--- src/rtl/bounce_emulator.sv ---
// rtl/bounce_emulator.sv - push-button model: turns a clean level change into an LFSR-timed bouncy waveform
module bounce_emulator #(
    parameter int         BOUNCES    = 3,
    parameter int         MAX_GLITCH = 4,
    parameter int         SETTLE     = 8,
    parameter logic [7:0] SEED       = 8'hA5
) (
    input  logic clk,
    input  logic rst,
    input  logic level_in,
    output logic bounce_out,
    output logic busy,
    output logic done
);

    localparam int SEG_W = ((2 * BOUNCES + 1) > 1) ? $clog2(2 * BOUNCES + 1) : 1;
    localparam int CNT_W = ((MAX_GLITCH + 1) > 1) ? $clog2(MAX_GLITCH + 1) : 1;
    localparam int SET_W = ((SETTLE + 1) > 1) ? $clog2(SETTLE + 1) : 1;
    localparam int LAST_SEG = (BOUNCES > 0) ? (2 * BOUNCES - 1) : 0;
    localparam logic [7:0] SEED_EFF = (SEED == 8'h00) ? 8'h01 : SEED;
    localparam logic [7:0] LEN_MASK = 8'(MAX_GLITCH - 1);
    localparam logic [SET_W-1:0] SET_INIT = SET_W'(SETTLE - 1);

    typedef enum logic [1:0] {
        ST_IDLE,
        ST_BOUNCE,
        ST_SETTLE
    } state_t;

    state_t           state, state_nxt;
    logic             target, target_nxt;
    logic [7:0]       lfsr, lfsr_nxt;
    logic [SEG_W-1:0] seg_idx, seg_idx_nxt;
    logic [CNT_W-1:0] seg_cnt, seg_cnt_nxt;
    logic [SET_W-1:0] set_cnt, set_cnt_nxt;
    logic             bounce_nxt, busy_nxt, done_nxt;

    logic             start;
    logic             seg_end;
    logic             last_seg;
    logic             set_end;
    logic [7:0]       lfsr_step;
    logic [CNT_W-1:0] seg_len_m1;

    assign start      = (level_in != target);
    assign seg_end    = (seg_cnt == '0);
    assign last_seg   = (seg_idx == SEG_W'(LAST_SEG));
    assign set_end    = (set_cnt == '0);
    // x^8+x^6+x^5+x^4+1, shifting towards the MSB
    assign lfsr_step  = {lfsr[6:0], lfsr[7] ^ lfsr[5] ^ lfsr[4] ^ lfsr[3]};
    // counters hold "cycles remaining minus one", so the length is loaded as len-1
    assign seg_len_m1 = CNT_W'(lfsr & LEN_MASK);

    always_ff @(posedge clk or posedge rst) begin
        if (rst) begin
            state      <= ST_IDLE;
            target     <= 1'b0;
            lfsr       <= SEED_EFF;
            seg_idx    <= '0;
            seg_cnt    <= '0;
            set_cnt    <= '0;
            bounce_out <= 1'b0;
            busy       <= 1'b0;
            done       <= 1'b0;
        end else begin
            state      <= state_nxt;
            target     <= target_nxt;
            lfsr       <= lfsr_nxt;
            seg_idx    <= seg_idx_nxt;
            seg_cnt    <= seg_cnt_nxt;
            set_cnt    <= set_cnt_nxt;
            bounce_out <= bounce_nxt;
            busy       <= busy_nxt;
            done       <= done_nxt;
        end
    end

    always_comb begin
        state_nxt = state;
        case (state)
            ST_IDLE:   if (start) state_nxt = (BOUNCES > 0) ? ST_BOUNCE : ST_SETTLE;
            ST_BOUNCE: if (seg_end && last_seg) state_nxt = ST_SETTLE;
            ST_SETTLE: if (set_end) state_nxt = ST_IDLE;
            default:   state_nxt = ST_IDLE;
        endcase
    end

    always_comb begin
        target_nxt  = target;
        lfsr_nxt    = lfsr;
        seg_idx_nxt = seg_idx;
        seg_cnt_nxt = seg_cnt;
        set_cnt_nxt = set_cnt;
        bounce_nxt  = bounce_out;
        busy_nxt    = busy;
        done_nxt    = done;
        case (state)
            ST_IDLE: begin
                done_nxt   = 1'b0;
                bounce_nxt = target;
                if (start) begin
                    target_nxt = level_in;
                    bounce_nxt = level_in;
                    busy_nxt   = 1'b1;
                    if (BOUNCES > 0) begin
                        seg_idx_nxt = '0;
                        seg_cnt_nxt = seg_len_m1;
                        lfsr_nxt    = lfsr_step;
                    end else begin
                        set_cnt_nxt = SET_INIT;
                    end
                end
            end
            ST_BOUNCE: begin
                if (seg_end) begin
                    if (last_seg) begin
                        bounce_nxt  = target;
                        set_cnt_nxt = SET_INIT;
                    end else begin
                        // odd segments drive the inverse of the target
                        seg_idx_nxt = seg_idx + SEG_W'(1);
                        seg_cnt_nxt = seg_len_m1;
                        lfsr_nxt    = lfsr_step;
                        bounce_nxt  = target ^ ~seg_idx[0];
                    end
                end else begin
                    seg_cnt_nxt = seg_cnt - CNT_W'(1);
                end
            end
            ST_SETTLE: begin
                if (set_end) begin
                    busy_nxt = 1'b0;
                    done_nxt = 1'b1;
                end else begin
                    set_cnt_nxt = set_cnt - SET_W'(1);
                end
            end
            default: ;
        endcase
    end

endmodule

--- config.mk ---
export PLATFORM = sky130hd
export DESIGN_NAME = bounce_emulator
export DESIGN_NICKNAME = d
export VERILOG_FILES = /design/src/rtl/bounce_emulator.sv
export SDC_FILE = /design/constraint.sdc
export NUM_CORES = 1
export LEC_CHECK = 0
export CAP_MARGIN = 30
export CORE_MARGIN = 4
export CORE_UTILIZATION = 55
export DETAILED_ROUTE_END_ITERATION = 8
export GPL_TIMING_DRIVEN = 0
export PLACE_DENSITY = 0.79
export REMOVE_ABC_BUFFERS = 1
export SLEW_MARGIN = 20
export SYNTH_ARGS = -nofsm -noshare
export SYNTH_HDL_FRONTEND = slang
export SYNTH_SLANG_ARGS = --single-unit
--- constraint.sdc ---
create_clock -name clk -period 4.25 [get_ports clk]
set_clock_uncertainty 0.2 [all_clocks]
set_input_delay 1.0625 -clock clk [delete_from_list [all_inputs] [get_ports clk]]
set_output_delay 1.0625 -clock clk [all_outputs]
set_load 0.05 [all_outputs]
==> results of run 1 <==
==> worst register-to-register path, cell delays in order (launching register included) <==
cell and delay (ns):
dfrtp_1 0.40, inv_1 0.10, ha_1 0.28, and2b_2 0.23
a2111oi_4 0.67, mux2_2 0.41
==> per-layer routing <==
metal | vias to the layer above | GRT usage, % | wire (um)
met3 | 5 | 3.730 | 97
met4 | 0 | 8.681 | 57
li1 | 406 | - | -
met1 | 391 | 18.18 | 865
met2 | 18 | 22.80 | 883
met5 | - | 0 | 0
==> synth_stat cells (2+ instances only) <==
master,count,share of area [%]
nor2_1,11,3.4
dfrtp_1,20,41
mux2_2,5,4.6
nand3_1,3,1.2
and2b_2,2,1.4
o21ai_0,8,3.3
xnor2_1,5,3.6
ha_1,7,7.1
buf_6,2,1.8
nand2_1,7,2.1
dfstp_2,4,8.6
a21oi_1,8,3.3
inv_1,9,2.8
nand2b_1,2,1.0
o211ai_1,2,1.2
==> cells in the final DEF, fill, tap and decap left out, drive strengths merged, types with 2 or more instances in the layout <==
cell            n
and3            2
o21ai           8
and2b           2
dfstp           4
mux2            5
dfrtp          20
nor2           11
clkbuf          4
nand3           3
clkdlybuf4s50   5
nand2b          2
o211ai          2
xnor2           5
ha              7
nand2           7
inv             9
a21oi           9
==> power groups by stage <==
stage / logic (mW) / registers, mW / clock network [mW]
global placement: 0.429 / 0.412 / 0
CTS: 0.445 / 0.412 / 0.124
finish: 0.441 / 0.411 / 0.120
detailed placement: 0.443 / 0.417 / 0
global route: 0.501 / 0.425 / 0.136
floorplan: 0.310 / 0.448 / 0
==> per-stage QoR <==
| step | cells | cell area (um2) | power (mW) | hold slack (ns) | util, % |
|---|---|---|---|---|---|
| 5_1_grt | 147 | 1335 | 1.063 | 0.3349 | 65.38 |
| 3_5_place_dp | 142 | 1284 | 0.8597 | 0.2758 | 62.87 |
| 6_report | 147 | 1335 | 0.9727 | 0.2898 | 65.38 |
| 3_3_place_gp | 142 | 1284 | 0.8411 | 0.2790 | 62.87 |
| 4_1_cts | 146 | 1320 | 0.9811 | 0.2988 | 64.64 |
| 2_1_floorplan | 110 | 1200 | 0.7578 | 0.2516 | - |
==> layout make-up <==
| class | count | area, um2 | area share (%) |
|---|---|---|---|
| multi-input cells | 77 | 560.5 | 41.99 |
| repair buffers | 6 | 65.06 | 4.873 |
| clock buffers | 4 | 36.28 | 2.718 |
| inverters | 9 | 33.78 | 2.530 |
| flip-flops and latches | 24 | 605.6 | 45.36 |
| well taps | 27 | 33.78 | 2.530 |
==> logic make-up (layout without fill, tap and decap cells) <==
kind of cell | Yosys count | count (layout) | synth area share (%)
compound gates | 25 | 25 | 14.27
simple gates | 34 | 34 | 15.29
fa+ha+maj | 7 | 7 | 7.135
mux | 6 | 6 | 5.402
flops | 24 | 24 | 49.34
buf+inv | 12 | 19 | 4.994
xor+xnor | 5 | 5 | 3.568
==> registers in the layout, indices dropped and copies added, names as in the netlist <==
signal	flops
set_cnt	4
state	2
bounce_out	1
seg_idx	3
seg_cnt	3
lfsr	8
target	1
done	1
busy	1
==> final timing paths <==
check | startpoint | endpoint | slack, ns
worst min-delay path | lfsr[2] | lfsr[2] | 0.29
worst min register to register | lfsr[2] | lfsr[2] | 0.29
max in group asynchronous | rst | lfsr[2] | 2.66
min in group asynchronous | rst | set_cnt[0] | 0.72
worst max register to register | target | lfsr[3] | 1.85
worst max-delay path | level_in | lfsr[3] | 1.10
==> impl_metrics.env, run 1 <==
export IMPL_status="finished clean"
export IMPL_synth_top_flop_cell="dfrtp_1"
export IMPL_drcViolationCount=0
export IMPL_drtPass1Iterations=4
export IMPL_antenna_found_initial=0
export IMPL_wl_per_cell_um=12.95
export IMPL_cp_slowest_cell="a2111oi_4"
export IMPL_clk_pin_slew_ns=0.12
export IMPL_n_antenna_cell=0
export IMPL_synth_edff_count=0
export IMPL_overflow=0
export IMPL_power_density_nw_per_um2=728.6
export IMPL_yosysUniqueCellTypes=33
export IMPL_cts_resized=0
export IMPL_pwr_share_comb_pct=45.4
export IMPL_ant_nets=0
export IMPL_cts_hold_buf=0
export IMPL_routed_wl_um=1903
export IMPL_critical_path_class="primary input to register"
export IMPL_grt_max_degree=25
export IMPL_path_depth=5
export IMPL_worstMarginPinSlew_ns=0.7569
export IMPL_num_rows=16
export IMPL_dieArea_um2=3051
export IMPL_die_w_um=55.24
export IMPL_cts_tree="built"
export IMPL_cts_buffers=3
export IMPL_yosys_warnings=0
export IMPL_initial_core_util_pct=60.11
export IMPL_ioPinCount=6
export IMPL_crit_path_end_kind="register"
export IMPL_grt_pass1_vias=864
export IMPL_rsz0062_at_grt="no"
export IMPL_setup_slack_ns=1.102
export IMPL_portBuffers=5
export IMPL_dp_slack_ns=0.7659
export IMPL_fp_dieH_um=55.24
export IMPL_async_flop_share_pct=100.0
export IMPL_nets=131
export IMPL_dp_hpwl_um=1363
export IMPL_setup_tns_ns=0
export IMPL_slew_violations=0
export IMPL_fmaxAchievable_mhz=317.7
export IMPL_core_area_um2=2042
export IMPL_vdd_drop_max_mv=0.3597
export IMPL_clkLatencyLatePin_ns=0.32
export IMPL_fin_crit_sh_pct=74.07
export IMPL_synthCells=113
export IMPL_cts_sinks=24
export IMPL_p_seq_share_pct=42.3
export IMPL_ff2ff_path_depth=5
export IMPL_power_leakage_nw=0.6031
export IMPL_grt_usage_pct=14.64
export IMPL_synthesis_area_um2=1227
export IMPL_clkPwrFrac_pct=12.3
export IMPL_finalSetupViolCount=0
export IMPL_ys_ff_latch=24
export IMPL_worstSetupStartpointType="primary input"
export IMPL_cts_root_buf="clkbuf_4"
export IMPL_layout_min_cycle_time_ns=3.148
export IMPL_cts_htree_levels=1
export IMPL_worstPathMaxFanout=12
export IMPL_p_sw_uw=377.4
export IMPL_p_sw_share_pct=38.80
export IMPL_drive_gt1_share_pct=19.17
export IMPL_cp_top_family="compound AO/OA/AOI/OAI gates"
export IMPL_cts_max_path_buffers=2
export IMPL_arrival_ns=3.16
export IMPL_post_cts_buffers=0
export IMPL_max_slew_margin_pct=49.54
export IMPL_cap_viol_max_count=0
export IMPL_place_gp_congestion=0.7444
export IMPL_path_cells="clkdlybuf4s50_1 > ha_1 > and2b_2 > a2111oi_4 > mux2_2"
export IMPL_vias=820
export IMPL_critPathBufInv=1
export IMPL_syn_area_per_cell_um2=10.86
export IMPL_yosysSeqAreaShare_pct=49.34
export IMPL_syn2layout_area_growth_pct=8.767
export IMPL_hold_class="register to register"
export IMPL_p_int_uw=595.2
export IMPL_max_stage_delay_ns=0.67
export IMPL_finalHoldViolCount=0
export IMPL_crit_required_ns=4.26
export IMPL_viasPerCell=5.578
export IMPL_initialDrtViolationCount=9
export IMPL_grt_pass1_wl_um=3567
export IMPL_hold_depth=2
export IMPL_fillCellCount=165
(Power assumes the default switching activity.)
==> run 2, diff against run 1 <==
Settings changed: CORE_UTILIZATION 55 to 52, PLACE_DENSITY 0.79 to 0.78.
Clock period 4.25 ns to 2.8 ns, I/O delays scaled along.
==> run 2 against run 1 <==
Sequential cell count did not move; critical path depth rose by 1; via count rose by 2.3%; clock power rose by 22%; count of clock-buffer cells in the layout fell by 1; sequential share of layout area rose by 0.17 points; highest routed layer unchanged; non-clock buffer count rose by 1; worst hold slack improved by 0.017 ns; total power rose by 52%; register-to-register slack got worse by 1.3 ns; core utilization fell by 5.8 points.
==> impl_metrics.env, run 2 (synthesis gave the netlist of run 1 again) <==
export IMPL_drive_gt1_share_pct=19.17
export IMPL_cts_root_buf="clkbuf_4"
export IMPL_drcViolationCount=0
export IMPL_power_leakage_nw=0.6012
export IMPL_n_antenna_cell=0
export IMPL_cp_slowest_cell="clkdlybuf4s50_1"
export IMPL_portBuffers=5
export IMPL_top_regs="lfsr x8, set_cnt x4"
export IMPL_critical_path_class="primary input to register"
export IMPL_hold_class="register to register"
export IMPL_power_density_nw_per_um2=1108
export IMPL_arrival_ns=2.65
export IMPL_clk_pin_slew_ns=0.12
export IMPL_dieArea_um2=3202
export IMPL_place_gp_congestion=0.7621
export IMPL_cts_tree="built"
export IMPL_max_stage_delay_ns=0.44
export IMPL_status="finished clean"
export IMPL_top_register="lfsr"
export IMPL_fillCellCount=182
export IMPL_grt_pass1_wl_um=3691
export IMPL_core_area_um2=2233
export IMPL_vdd_drop_max_mv=0.5636
export IMPL_die_w_um=56.59
export IMPL_fmaxAchievable_mhz=377.3
export IMPL_antenna_found_initial=0
export IMPL_dp_hpwl_um=1471
export IMPL_worstPathMaxFanout=12
export IMPL_largest_register_ffs=8
export IMPL_finalHoldViolCount=0
export IMPL_crit_path_end_kind="register"
export IMPL_routed_wl_um=2121
export IMPL_clkLatencyLatePin_ns=0.31
export IMPL_cts_sinks=24
export IMPL_dpl_cell_area_um2=1285
export IMPL_fin_crit_sh_pct=94.66
export IMPL_syn2layout_area_growth_pct=8.359
export IMPL_vias=839
export IMPL_max_slew_margin_pct=66.26
export IMPL_initial_core_util_pct=54.96
export IMPL_fin_area_um2=1330
export IMPL_num_rows=17
export IMPL_cp_top_family="buffers and inverters"
export IMPL_setup_tns_ns=0
export IMPL_cts_max_path_buffers=2
export IMPL_slew_violations=0
export IMPL_path_cells="clkdlybuf4s50_1 > ha_1 > and2b_2 > a2111oi_4 > buf_4 > mux2_2"
export IMPL_worstSetupStartpointType="primary input"
export IMPL_critPathBufInv=2
export IMPL_grt_usage_pct=14.62
export IMPL_grt_max_degree=25
export IMPL_initialDrtViolationCount=25
export IMPL_nets=132
export IMPL_cts_htree_levels=1
export IMPL_fin_hold_ws_ns=0.3071
export IMPL_grt_pass1_vias=847
export IMPL_finalSetupViolCount=0
export IMPL_rsz0062_at_grt="no"
export IMPL_cts_hold_buf=0
export IMPL_wl_per_cell_um=14.33
export IMPL_ioPinCount=6
export IMPL_crit_required_ns=2.80
export IMPL_worstMarginPinSlew_ns=0.5056
export IMPL_drtPass1Iterations=4
export IMPL_final_common_cell="dfrtp_1"
export IMPL_fp_dieH_um=56.59
export IMPL_cts_buffers=3
export IMPL_viasPerCell=5.669
export IMPL_mostFrequentLayoutCells="dfrtp_1, nor2_1, inv_1, o21ai_0, a21oi_1"
export IMPL_layout_min_cycle_time_ns=2.650
export IMPL_cap_viol_max_count=0
export IMPL_overflow=0
export IMPL_ant_nets=0
## run 2: cell types whose count changed in the layout (fill, tap and decap cells not counted), sizes merged
cell / delta
buf: +1
clkbuf: -1
## run 2: per-layer routing
layer  GRT usage, %  wire length [um]  part of all wire (%)  vias up
met3          3.678                61                   2.9        4
met5              0                 0                     0        -
met2          24.59              1055                    50       13
met1          18.05               979                    46      417
li1               -                 -                     -      405
met4          5.085                24                   1.1        0
## run 2: layout make-up
cell class	instances	area [um2]	share of cell area, %
multi-input cells	77	560.5	42.14
flip-flops and latches	24	605.6	45.53
inverters	9	33.78	2.540
repair buffers	7	72.57	5.456
clock buffers	3	22.52	1.693
well taps	28	35.03	2.634
## run 2: path summary, 6_finish.rpt
check	start	endpoint	slack, ns	cells past startpoint
worst max-delay path	level_in	lfsr[3]	0.15	6
worst min-delay path	lfsr[2]	lfsr[2]	0.31	2
worst max register to register	target	lfsr[3]	0.54	6
worst min register to register	lfsr[2]	lfsr[2]	0.31	2
max in group asynchronous	rst	seg_cnt[2]	1.44	3
min in group asynchronous	rst	state[1]	0.50	2
## run 2: where the power goes
part           switching, mW  internal [mW]  leakage (nW)
Sequential             0.117          0.514         0.287
Combinational          0.378          0.319         0.301
Clock                 0.0956         0.0502        0.0138
## run 2: worst min-delay path, delay by kind of cell (launching register included)
family | cells | cell delay [ns]
AO/OA/AOI/OAI | 1 | 0.07
flip-flops | 1 | 0.39
AND/OR/NAND/NOR | 1 | 0.06
## run 2: stage by stage
stage,std cells,worst slack [ns],total power [mW],util (%)
floorplan,110,0.3207,1.150,-
global placement,143,-0.2943,1.280,57.54
detailed placement,143,-0.3545,1.320,57.54
CTS,147,0.1946,1.483,58.88
global route,148,0.06232,1.593,59.55
finish,148,0.1495,1.474,59.55
## run 2: what timing repair did
| action | CTS | global route |
|---|---|---|
| resized for setup | 0 | 0 |
| setup buffers | 1 | 0 |
| setup endpoints to repair | 3 | 0 |
==> run 3, diff against run 2 <==
Settings changed: CAP_MARGIN 30 to not set.
==> run 3 against run 2 <==
Count of clock-buffer cells in the layout unchanged; clock power about the same; sequential cell count unchanged; non-clock buffer count decreased by 1; global-route usage unchanged; worst setup slack gained 0.0083 ns; total power shrank 0.37%; sequential power hardly changed; first-iteration DRC count rose by 48%; sequential share of layout area grew 0.52 points.
==> impl_metrics.env, run 3 (synthesis gave the netlist of run 1 again) <==
export IMPL_status="finished clean"
export IMPL_vdd_drop_max_mv=0.5602
export IMPL_drtPass1Iterations=4
export IMPL_hold_class="register to register"
export IMPL_ff2ff_path_depth=6
export IMPL_num_rows=17
export IMPL_grt_usage_pct=14.62
export IMPL_cts_root_buf="clkbuf_4"
export IMPL_dp_hpwl_um=1471
export IMPL_top_register="lfsr"
export IMPL_fmaxAchievable_mhz=378.5
export IMPL_power_density_nw_per_um2=1117
export IMPL_finalSetupViolCount=0
export IMPL_worstMarginPinSlew_ns=0.8899
export IMPL_largest_register_ffs=8
export IMPL_overflow=0
export IMPL_portBuffers=5
export IMPL_finalHoldViolCount=0
export IMPL_cts_hold_buf=0
export IMPL_nets=131
export IMPL_final_util_pct=58.88
export IMPL_top_regs="lfsr x8, set_cnt x4"
export IMPL_grt_pass1_vias=847
export IMPL_mostFrequentLayoutCells="dfrtp_1, nor2_1, inv_1, o21ai_0, a21oi_1"
export IMPL_reg2reg_slack_ns=0.55
export IMPL_drcViolationCount=0
export IMPL_core_area_um2=2233
export IMPL_grt_max_degree=25
export IMPL_cts_max_path_buffers=2
export IMPL_drive_gt1_share_pct=18.49
export IMPL_critical_path_class="primary input to register"
export IMPL_ant_nets=0
export IMPL_die_w_um=56.59
export IMPL_ioPinCount=6
export IMPL_fp_dieH_um=56.59
export IMPL_cts_tree="built"
export IMPL_routed_wl_um=2089
export IMPL_vias=854
export IMPL_slew_violations=0
export IMPL_rsz0062_at_grt="no"
export IMPL_worstPathMaxFanout=12
export IMPL_clkLatencyLatePin_ns=0.31
export IMPL_crit_required_ns=2.80
export IMPL_cts_sinks=24
export IMPL_place_gp_congestion=0.7621
export IMPL_arrival_ns=2.64
export IMPL_power_leakage_nw=0.5937
export IMPL_final_common_cell="dfrtp_1"
export IMPL_dieArea_um2=3202
export IMPL_fin_crit_sh_pct=94.36
export IMPL_fin_hold_ws_ns=0.3052
export IMPL_layout_min_cycle_time_ns=2.642
export IMPL_wl_per_cell_um=14.21
export IMPL_antenna_found_initial=0
export IMPL_syn2layout_area_growth_pct=7.135
export IMPL_initialDrtViolationCount=37
export IMPL_grt_pass1_wl_um=3691
export IMPL_cap_viol_max_count=0
export IMPL_viasPerCell=5.810
export IMPL_n_antenna_cell=0
export IMPL_worstSetupStartpointType="primary input"
export IMPL_cts_buffers=3
export IMPL_cts_htree_levels=1
export IMPL_crit_path_end_kind="register"
export IMPL_hold_depth=2
export IMPL_clk_pin_slew_ns=0.12
export IMPL_max_slew_margin_pct=40.61
export IMPL_initial_core_util_pct=54.96
[run 3: cell types whose count changed in the layout (fill, tap and decap cells not counted), sizes merged]
cell,previous run,this run
buf,2,1
[run 3: per-stage QoR]
step	setup TNS, ns	area [um2]	power (mW)	cells	setup WS, ns
after CTS	0	1315	1.483	147	0.1946
after floorplan	0	1200	1.150	110	0.3207
after detailed placement	-3.023	1285	1.320	143	-0.3545
after global routing	0	1315	1.589	147	0.06317
final	0	1315	1.469	147	0.1578
after global placement	-2.229	1285	1.280	143	-0.2943
[run 3: power breakdown]
group / total [mW] / switching (mW) / internal, mW
combinational: 0.692 / 0.375 / 0.317
clock: 0.146 / 0.0959 / 0.0502
sequential: 0.630 / 0.116 / 0.514
[run 3: area by class of cell]
type | instances | area [um2]
clock buffer | 3 | 22.52
fill | 186 | 918.4
inverter | 9 | 33.78
multi-input combinational | 77 | 560.5
sequential | 24 | 605.6
tap | 28 | 35.03
timing repair buffer | 6 | 57.56
[run 3: worst max-delay path, cell delays in order]
cell,delay [ns]
clkdlybuf4s50_1,0.44
ha_1,0.36
and2b_2,0.24
a2111oi_4,0.31
buf_4,0.24
mux2_2,0.34
[run 3: per-layer routing]
layer  up-vias  global-route usage [%]  wire length, um  share of wire [%]
met4         0                   5.085               20               0.96
li1        404                       -                -                  -
met5         -                       0                0                  0
met2        19                   24.59             1013                 48
met3         4                   3.678               75                3.6
met1       427                   18.05              980                 47
[run 3: path summary, 6_finish.rpt]
check / startpoint / endpoint
max in group asynchronous: rst / seg_cnt[0]
max: level_in / lfsr[3]
min: lfsr[2] / lfsr[2]
min reg2reg: lfsr[2] / lfsr[2]
min in group asynchronous: rst / lfsr[6]
max reg2reg: target / lfsr[3]
[run 3: timing repair]
item / CTS / global route
setup endpoints to repair: 3 / 0
setup buffers: 1 / 0
resized for setup: 0 / 0
